`config.mk`:
```
export PLATFORM = sky130hd
export DESIGN_NAME = ula_sequencial_flat
export DESIGN_NICKNAME = d
export VERILOG_FILES = /design/src/rtl/ula_sequencial_if.sv /design/src/rtl/ula_sequencial.sv /design/src/flat_wrapper.sv
export SDC_FILE = /design/constraint.sdc
export NUM_CORES = 1
export LEC_CHECK = 0
export CORE_MARGIN = 2
export CORE_UTILIZATION = 31
export CTS_CLUSTER_SIZE = 28
export DETAILED_ROUTE_END_ITERATION = 6
export GPL_TIMING_DRIVEN = 0
export HOLD_SLACK_MARGIN = 0.03
export PLACE_DENSITY = 0.46
export SYNTH_ARGS = -nofsm -noshare
export SYNTH_HDL_FRONTEND = slang
export SYNTH_SLANG_ARGS = --single-unit
```
`constraint.sdc`:
```
create_clock -name clk -period 3.8 [get_ports clk]
set_input_delay 0.38 -clock clk [delete_from_list [all_inputs] [get_ports clk]]
set_output_delay 0.38 -clock clk [all_outputs]
set_load 0.02 [all_outputs]
```
`src/rtl/ula_sequencial_if.sv`:
```
// Handshake and data bus between the control unit (master) and the sequential ALU (slave).
interface ula_sequencial_if #(
    parameter int W = 16
);
    logic         processar;
    logic [3:0]   op;
    logic [W-1:0] ETp1;
    logic [W-1:0] ETp2;
    logic [W-1:0] Data;
    logic [W-1:0] Data_hi;
    logic         concluido;
    logic         ocupado;
    logic [3:0]   flags;
    logic         erro;

    modport master (
        output processar, op, ETp1, ETp2,
        input  Data, Data_hi, concluido, ocupado, flags, erro
    );

    modport slave (
        input  processar, op, ETp1, ETp2,
        output Data, Data_hi, concluido, ocupado, flags, erro
    );
endinterface

```
`src/rtl/ula_sequencial.sv`:
```
// Multi-cycle ALU: single-cycle logic/arith ops plus iterative shift-add multiply and
// restoring divide, double-width result, {Z,N,C,V} flags and an error output.
module ula_sequencial #(
    parameter int Tamanho_Da_Palavra = 16
) (
    input  logic             clk,
    input  logic             reset,
    ula_sequencial_if.slave  bus
);
    localparam int W  = Tamanho_Da_Palavra;
    localparam int CW = $clog2(W);

    localparam logic [3:0] OP_SOMA = 4'd0;
    localparam logic [3:0] OP_SUB  = 4'd1;
    localparam logic [3:0] OP_MUL  = 4'd2;
    localparam logic [3:0] OP_DIV  = 4'd3;
    localparam logic [3:0] OP_E    = 4'd4;
    localparam logic [3:0] OP_NE   = 4'd5;
    localparam logic [3:0] OP_OU   = 4'd6;
    localparam logic [3:0] OP_XOU  = 4'd7;
    localparam logic [3:0] OP_CMP  = 4'd8;
    localparam logic [3:0] OP_NAO  = 4'd9;

    typedef enum logic [1:0] {ESPERA, EXECUTANDO, SAIDA} estado_t;

    estado_t        r_estado, w_prox;
    logic [3:0]     r_op;
    logic [W-1:0]   r_a, r_b;
    logic [W-1:0]   r_hi, r_lo;
    logic [CW-1:0]  r_cnt;
    logic [W-1:0]   r_data, r_data_hi;
    logic [3:0]     r_flags;
    logic           r_erro, r_concluido, r_ocupado;

    logic           w_captura, w_iterar, w_saida;
    logic [W:0]     w_soma, w_dif, w_msum, w_drem;
    logic [W-1:0]   w_dsub;
    logic           w_dge;
    logic [W-1:0]   w_data, w_data_hi, w_zn;
    logic           w_z, w_n, w_c, w_v, w_erro;

    // ---------------- FSM ----------------
    always_ff @(posedge clk) begin
        if (reset) r_estado <= ESPERA;
        else       r_estado <= w_prox;
    end

    always_comb begin
        w_prox    = r_estado;
        w_captura = 1'b0;
        w_iterar  = 1'b0;
        w_saida   = 1'b0;
        case (r_estado)
            ESPERA: begin
                if (bus.processar) begin
                    w_captura = 1'b1;
                    w_prox    = EXECUTANDO;
                end
            end
            EXECUTANDO: begin
                // Divide by zero skips the iterations and reports in one cycle.
                if (r_op == OP_MUL || (r_op == OP_DIV && r_b != '0)) begin
                    w_iterar = 1'b1;
                    if (r_cnt == CW'(W - 1)) w_prox = SAIDA;
                end else begin
                    w_prox = SAIDA;
                end
            end
            SAIDA: begin
                w_saida = 1'b1;
                w_prox  = ESPERA;
            end
            default: w_prox = ESPERA;
        endcase
    end

    // ---------------- iteration datapath ----------------
    // Multiply: {r_hi, r_lo} shifts right, r_lo starts as B and drains into the low product.
    assign w_msum = {1'b0, r_hi} + (r_lo[0] ? {1'b0, r_a} : '0);
    // Divide: r_lo starts as A and fills with quotient bits, r_hi is the partial remainder.
    assign w_drem = {r_hi, r_lo[W-1]};
    assign w_dge  = (w_drem >= {1'b0, r_b});
    assign w_dsub = w_drem[W-1:0] - r_b;

    assign w_soma = {1'b0, r_a} + {1'b0, r_b};
    assign w_dif  = {1'b0, r_a} - {1'b0, r_b};

    // ---------------- result selection ----------------
    always_comb begin
        w_data    = r_data;
        w_data_hi = r_data_hi;
        w_c       = 1'b0;
        w_v       = 1'b0;
        w_erro    = 1'b0;
        case (r_op)
            OP_SOMA: begin
                w_data    = w_soma[W-1:0];
                w_data_hi = '0;
                w_c       = w_soma[W];
                w_v       = (r_a[W-1] == r_b[W-1]) && (w_soma[W-1] != r_a[W-1]);
            end
            OP_SUB: begin
                w_data    = w_dif[W-1:0];
                w_data_hi = '0;
                w_c       = w_dif[W];
                w_v       = (r_a[W-1] != r_b[W-1]) && (w_dif[W-1] != r_a[W-1]);
            end
            OP_MUL: begin
                w_data    = r_lo;
                w_data_hi = r_hi;
                w_c       = (r_hi != '0);
                w_v       = (r_hi != '0);
            end
            OP_DIV: begin
                if (r_b == '0) begin
                    w_data    = '1;
                    w_data_hi = r_a;
                    w_erro    = 1'b1;
                end else begin
                    w_data    = r_lo;
                    w_data_hi = r_hi;
                end
            end
            OP_E:   begin w_data = r_a & r_b;    w_data_hi = '0; end
            OP_NE:  begin w_data = ~(r_a & r_b); w_data_hi = '0; end
            OP_OU:  begin w_data = r_a | r_b;    w_data_hi = '0; end
            OP_XOU: begin w_data = r_a ^ r_b;    w_data_hi = '0; end
            OP_CMP: begin
                w_c = w_dif[W];
                w_v = (r_a[W-1] != r_b[W-1]) && (w_dif[W-1] != r_a[W-1]);
            end
            OP_NAO: begin w_data = ~r_a; w_data_hi = '0; end
            default: begin
                w_data    = '0;
                w_data_hi = '0;
                w_erro    = 1'b1;
            end
        endcase
        // Compare leaves the data outputs alone, so Z/N come from the difference.
        w_zn = (r_op == OP_CMP) ? w_dif[W-1:0] : w_data;
        w_z  = (w_zn == '0) && !(r_op == OP_MUL && r_hi != '0);
        w_n  = w_zn[W-1];
        if (r_op > OP_NAO) begin
            w_z = 1'b0;
            w_n = 1'b0;
        end
    end

    // ---------------- registers ----------------
    always_ff @(posedge clk) begin
        if (reset) begin
            r_op        <= '0;
            r_a         <= '0;
            r_b         <= '0;
            r_hi        <= '0;
            r_lo        <= '0;
            r_cnt       <= '0;
            r_data      <= '0;
            r_data_hi   <= '0;
            r_flags     <= '0;
            r_erro      <= 1'b0;
            r_concluido <= 1'b0;
            r_ocupado   <= 1'b0;
        end else begin
            r_concluido <= w_saida;
            r_ocupado   <= w_captura || (r_estado != ESPERA);
            if (w_captura) begin
                r_op  <= bus.op;
                r_a   <= bus.ETp1;
                r_b   <= bus.ETp2;
                r_cnt <= '0;
                r_hi  <= '0;
                r_lo  <= (bus.op == OP_DIV) ? bus.ETp1 : bus.ETp2;
            end else if (w_iterar) begin
                r_cnt <= r_cnt + 1'b1;
                if (r_op == OP_MUL) begin
                    r_hi <= w_msum[W:1];
                    r_lo <= {w_msum[0], r_lo[W-1:1]};
                end else begin
                    r_hi <= w_dge ? w_dsub : w_drem[W-1:0];
                    r_lo <= {r_lo[W-2:0], w_dge};
                end
            end
            if (w_saida) begin
                r_cnt     <= '0;
                r_data    <= w_data;
                r_data_hi <= w_data_hi;
                r_flags   <= {w_z, w_n, w_c, w_v};
                r_erro    <= w_erro;
            end
        end
    end

    assign bus.Data      = r_data;
    assign bus.Data_hi   = r_data_hi;
    assign bus.flags     = r_flags;
    assign bus.erro      = r_erro;
    assign bus.concluido = r_concluido;
    assign bus.ocupado   = r_ocupado;
endmodule

```
`src/flat_wrapper.sv`:
```
// flat-port wrapper written by rule: the top's interface ports become plain ports
module ula_sequencial_flat 
#(
    parameter int Tamanho_Da_Palavra = 16
)
  (clk, reset, bus_processar, bus_op, bus_ETp1, bus_ETp2, bus_Data, bus_Data_hi, bus_concluido, bus_ocupado, bus_flags, bus_erro);
  ula_sequencial_if #(.W(16)) bus_i ();
  input  logic clk;
  input  logic reset;
  input wire logic [$bits(bus_i.processar)-1:0] bus_processar;
  input wire logic [$bits(bus_i.op)-1:0] bus_op;
  input wire logic [$bits(bus_i.ETp1)-1:0] bus_ETp1;
  input wire logic [$bits(bus_i.ETp2)-1:0] bus_ETp2;
  output wire logic [$bits(bus_i.Data)-1:0] bus_Data;
  output wire logic [$bits(bus_i.Data_hi)-1:0] bus_Data_hi;
  output wire logic [$bits(bus_i.concluido)-1:0] bus_concluido;
  output wire logic [$bits(bus_i.ocupado)-1:0] bus_ocupado;
  output wire logic [$bits(bus_i.flags)-1:0] bus_flags;
  output wire logic [$bits(bus_i.erro)-1:0] bus_erro;
  assign bus_i.processar = bus_processar;
  assign bus_i.op = bus_op;
  assign bus_i.ETp1 = bus_ETp1;
  assign bus_i.ETp2 = bus_ETp2;
  assign bus_Data = bus_i.Data;
  assign bus_Data_hi = bus_i.Data_hi;
  assign bus_concluido = bus_i.concluido;
  assign bus_ocupado = bus_i.ocupado;
  assign bus_flags = bus_i.flags;
  assign bus_erro = bus_i.erro;
  ula_sequencial #(.Tamanho_Da_Palavra(Tamanho_Da_Palavra)) u_core (.clk(clk), .reset(reset), .bus(bus_i));
endmodule
```
After elaboration in Yosys (flattened, before gate mapping)

Cells that the tools add are included.

Bitwise gates (word level): 6
Equality and inequality tests: 19
Muxes and demuxes: 27
Reductions and logical operators: 22
$add $sub $neg: 5
Order comparisons: 2

Operators by type and width:

| cell                                                            | count |
|---|---|
| 16-bit 2-to-1 mux                                               | 10 |
| 16-bit case mux with 10 select lines                            | 1 |
| 16-bit case mux with 3 select lines                             | 1 |
| 16-bit zero test                                                | 2 |
| 16-bit inverter                                                 | 2 |
| 16-bit nonzero test                                             | 2 |
| 16-bit by 16-bit adder with 17-bit output                       | 1 |
| 16-bit by 17-bit adder with 17-bit output                       | 1 |
| 17-bit by 16-bit >= comparator with 1-bit output                | 1 |
| 16-bit by 16-bit subtractor with 17-bit output                  | 1 |
| 16-bit bitwise AND                                              | 1 |
| 4-bit by 3-bit == test with 1-bit output, second input constant | 4 |
| 16-bit bitwise OR                                               | 1 |
| 16-bit subtractor                                               | 1 |
| 16-bit bitwise XOR                                              | 1 |
| 4-bit by 2-bit == test with 1-bit output, second input constant | 3 |
| 4-bit == test, second input constant                            | 3 |
| 9-bit OR reduction                                              | 1 |
| 1-bit 2-to-1 mux                                                | 8 |
| 2-bit 2-to-1 mux                                                | 3 |
| 1-bit case mux with 3 select lines                              | 2 |
| 1-bit logical AND                                               | 5 |
| 4-bit by 1-bit adder with 4-bit output, second input constant   | 1 |
| 4-bit by 1-bit == test with 1-bit output, second input constant | 1 |
| 18 further kinds                                                | 24 |

Output and inout bits: 39
Input bits: 39
Flip-flop bits (word level): 113
Logic and storage cells: 94

Depth between registers and ports, before layout

Gate-level depths: netlist (run 1).

Depth after elaboration: 7
Mapped depth: 15
Depth with buffers taken out: 14

Worst setup path before layout (run 1)

Ideal clock, no wire load.

Path kind: reg-to-reg
Start point: register u_core.r_b[1]
End point: register u_core.r_hi[10]
Period minus slack after synthesis: 2.909 ns
Slack: 0.891 ns
Data arrival time: 2.780 ns
Cell stages (with the launch flop): 14
Required time: 3.671 ns
Cells stage by stage: dfxtp_1 inv_1 ha_1 nor2b_1 o21ai_1 a21boi_1 o31a_1 a221oi_2 a211oi_2 a21o_1 buf_6 mux2_4 o21ai_1 o31ai_1

Word-level cells in the longest chain between the ends: 5

Ends and longest elaborated chain:

| element                                                   | line                  | RTL |
|---|---|---|
| start, declared                                           | ula_sequencial.sv:28  | `logic [W-1:0] r_a, r_b;` |
| start signal, assigned                                    | ula_sequencial.sv:170 | `r_b <= bus.ETp2;` |
| branches (longest 5 deep; another with 16-bit subtractor) | n/a                   |  |
| end signal, assigned                                      | ula_sequencial.sv:177 | `r_hi <= w_msum[W:1];` |
| end signal, assigned                                      | ula_sequencial.sv:180 | `r_hi <= w_dge ? w_dsub : w_drem[W-1:0];` |
| end, declared                                             | ula_sequencial.sv:29  | `logic [W-1:0] r_hi, r_lo;` |

Several ways; the timed one is not identified.
A chain may end at the register's enable or synchronous reset.

Final worst setup path (run 1)

Start point: register u_core.r_b[4]
End point: register u_core.r_flags[3], in the netlist u_core.bus.flags[3]

Word-level cells in the longest chain between the ends: 7

Ends and longest elaborated chain:

| element                                                                                | line                  | RTL |
|---|---|---|
| branches (longest 3 deep; another with 16-bit by 16-bit subtractor with 17-bit output) | n/a                   |  |
| 16-bit 2-to-1 mux *                                                                    | ula_sequencial.sv:140 | `w_zn = (r_op == OP_CMP) ? w_dif[W-1:0] : w_data;` |
| 16-bit zero test *                                                                     | ula_sequencial.sv:141 | `w_z = (w_zn == '0) && !(r_op == OP_MUL && r_hi != '0);` |
| 1-bit logical AND *                                                                    | ula_sequencial.sv:141 |  |
| 1-bit 2-to-1 mux *                                                                     | ula_sequencial.sv:143 | `if (r_op > OP_NAO) begin` |
| end signal, assigned                                                                   | ula_sequencial.sv:188 | `r_flags <= {w_z, w_n, w_c, w_v};` |
| end, declared                                                                          | ula_sequencial.sv:32  | `logic [3:0] r_flags;` |

Mark *: on every way between the ends.

==> results of run 1 <==
==> power breakdown <==
part	total [uW]	internal (uW)	switching, uW
sequential	1350	1240	110
clock	1760	1060	699
combinational	1310	498	812
==> timing repair <==
action / 4_1_cts / 5_1_grt
endpoints found under the setup margin: 1 / 3
buffers inserted: 0 / 1
resized for setup: 1 / 6
==> per-layer routing <==
metal / wire [um] / up-vias / track usage (%)
met5: 0 / - / 0
met4: 1750 / 0 / 11.6
met3: 2810 / 68 / 4.83
met2: 18100 / 405 / 37.9
met1: 20000 / 4926 / 35.6
li1: - / 4988 / -
==> tightest hold or removal path: cells and delay by family, from the launching register on <==
family             cells  cell delay [ns]
DFF                    1             0.31
and+or+nand+nor        1             0.05
AOI/OAI and AO/OA      1             0.05
==> sequential cells by signal (all words and copies together) (netlist names) <==
signal                count
u_core.r_a               16
u_core.bus.erro           1
u_core.bus.ocupado        1
u_core.bus.flags          4
u_core.bus.Data_hi       16
u_core.r_lo              16
u_core.r_op               4
u_core.bus.concluido      1
u_core.r_estado           2
u_core.r_cnt              4
u_core.bus.Data          16
u_core.r_b               16
u_core.r_hi              16
==> logic make-up (layout without fill, tap and decap cells) <==
family | Yosys count | after routing
compound gates | 428 | 428
simple gates | 469 | 469
buf+inv | 149 | 259
flops | 113 | 113
mux | 28 | 28
xor+xnor | 43 | 43
fa+ha+maj | 88 | 88
==> final cells by class <==
type | count | area (sq um) | share of cell area [%]
flip-flops and latches | 113 | 2260 | 19.2
repair buffers | 78 | 778 | 6.61
clock buffers | 18 | 439 | 3.73
plain buffers | 86 | 370 | 3.14
well taps | 402 | 503 | 4.27
clock inverters | 14 | 179 | 1.52
multi-input cells | 1056 | 7010 | 59.5
inverters | 63 | 236 | 2.01
==> cells in the final DEF, fill, tap and decap left out, types with 23 or more instances in the layout <==
cell / netlist / final
nor2_1: 99 / 99
nor2b_1: 28 / 28
clkbuf_1: 62 / 61
xnor2_1: 32 / 32
a21oi_1: 138 / 137
a211oi_1: 51 / 51
a22oi_1: 23 / 23
ha_1: 83 / 83
inv_1: 62 / 62
o21ai_0: 60 / 60
nand2_1: 166 / 166
nor3_1: 32 / 31
clkdlybuf4s50_1: 0 / 77
nand3_1: 28 / 28
dfxtp_1: 113 / 112
==> final timing paths <==
path	from	to	slack (ns)	depth (start not counted)
setup / recovery	u_core.r_b[4]$_SDFFE_PP0P_	u_core.bus.flags[3]$_SDFFE_PP0P_	0.18	13
hold / removal	u_core.bus.flags[3]$_SDFFE_PP0P_	u_core.bus.flags[3]$_SDFFE_PP0P_	0.45	2
setup reg to reg	u_core.r_b[4]$_SDFFE_PP0P_	u_core.bus.flags[3]$_SDFFE_PP0P_	0.18	13
hold reg to reg	u_core.bus.flags[3]$_SDFFE_PP0P_	u_core.bus.flags[3]$_SDFFE_PP0P_	0.45	2
==> per-stage QoR <==
stage	power [uW]	cell area (sq um)	setup slack (ns)	setup TNS (ns)
after CTS	4410	11800	0.101	0
after detailed placement	2650	11100	-0.0187	-0.0187
after global placement	2650	11100	-0.0931	-0.0931
after floorplan	2200	9850	0.891	0
after global routing	4590	11800	-0.00936	-0.00936
final	4410	11800	0.184	0
==> results.md, run 1 <==
* Status: finished clean
* Share of cells above drive strength 1 at 7.42%
* Synth top cells by count: nand2_1 (166), a21oi_1 (138), dfxtp_1 (113)
* P&R area growth vs syn at 19.6%
* Antenna-violating nets left at 0
* Worst EP arrival at 3.99 ns
* Final Hold Viols at 0
* Synthesized area at 9850 sq um
* Worst Setup Path Type: flop to flop
* Port Buffers at 77
* Clk sink count at 113
* Pins Over Slew Limit at 0
* Endpoints failing setup at 0
* Largest family of logic cells by synthesized area: compound AO/OA/AOI/OAI gates
* Most frequent cell after synthesis: nand2_1
* Clock buffer count from CTS at 17
* Instance count of the mapped netlist at 1318
* Nets at 1541
* Wire per inst at 23.3 um
* Finished Core Util at 37.5%
* GRT Total Usage at 25.5%
* Starting DRT DRC Count at 1102
* Register area share after synthesis at 23.0%
* Ys Warns at 0
* Cell total after placement at 1797
* Max-cap violation count at 0
* Top cells by area, synth: dfxtp_1 (23%), ha_1 (11%), a21oi_1 (7.0%)
* Vias/cell at 5.68
* Post-Synth Adder-Cell Area at 11.5%
* Post-CTS Hold Buffers at 0
* Die ar. at 33200 sq um
* Worst-path cell chain: inv_1 -> ha_1 -> buf_4 -> nand3_1 -> o211ai_1 -> or2_2 -> a221oi_1 -> a21oi_1 -> nor4_1 -> nand3_1 -> nor4_2 -> o2111ai_1 -> o21ai_1
* Setup crit start kind: flop
* Row count at 65
* Hold_ws at 0.451 ns
* CP max FO at 10
* PD cells at 375 nW/um^2
* Leakage power total at 0.00446 uW
* Worst Skew at 0.0176 ns
* Die height at 182 um
* Max VDD drop at 0.315 mV
* Required time of the critical path at 4.17 ns
* Core box area at 31400 sq um
* Synth Area in Compound Gates at 28.9%
* Vias at 10400
* Pin count of the biggest net entering global routing at 17
* Unique masters post-synth at 88
* FMAX at 0.277 GHz
* Synth area leader: dfxtp_1
* Skew-Pair Late Insertion Delay at 0.45 ns
* Most frequent CP cell: nand3_1
* GR Overflow Total at 0
* Syn avg cell area at 7.47 sq um
* Root Buffer: clkbuf_16
* Max stage delay cell, worst path: dfxtp_1
* CTS tree: yes
* Synth Area in XOR/XNOR at 3.82%
* Number of remaining DRC errors at 0
* Total routed wirelength at 42600 um
* Pre-Repair DR Iteration Count at 5
* Placer Congestion at 0.925
* Syn Nets at 1444
* Worst Path Buf+Inv at 2
* I/O Pins at 78
* Slew @ Worst Pin at 1.16 ns
* First-pass GRT wire length at 62900 um
* Relative slew slack at 22.2%
* Worst Setup End Kind: flop
* Number of flops mapped to enable cells by yosys at 0
* Post-synth ARST share at 0%
* Initial antenna violation count at 0
* Post-synth top flop: dfxtp_1
* Antenna Cells at 0
* Min Tclk post-route at 3.62 ns
* Hpwl dp at 33600 um
* Vias in the first global route at 9746
* Hold Path Class: flop to flop
* Largest stage delay on the critical path at 0.53 ns
* Area share of the largest cell type after synthesis at 23.0%
* Synth Register Bits at 113
* Non-filler instance count after layout at 1830
* Layout fillers at 3392
* Clock Tree Buf Depth at 2
* Mux contribution to synthesized area at 3.10%
* Clk slew on worst S/H paths at 0.06 ns
* Crit share post-route at 95.1%
* Overall die width at 182 um
* Family with the most delay on the worst path: simple AND/OR/NAND/NOR gates
* Simple-Gate Fraction of Synth Area at 23.6%
* Initial Util at 31.4%
* Htree depth at 4
(Power assumes the default switching activity.)
==> run 2: changes to the inputs <==
Settings changed: SKIP_LAST_GASP from default to 1.
==> results of run 2 <==
The final DEF is identical to that of run 1; final timing and power are the same.
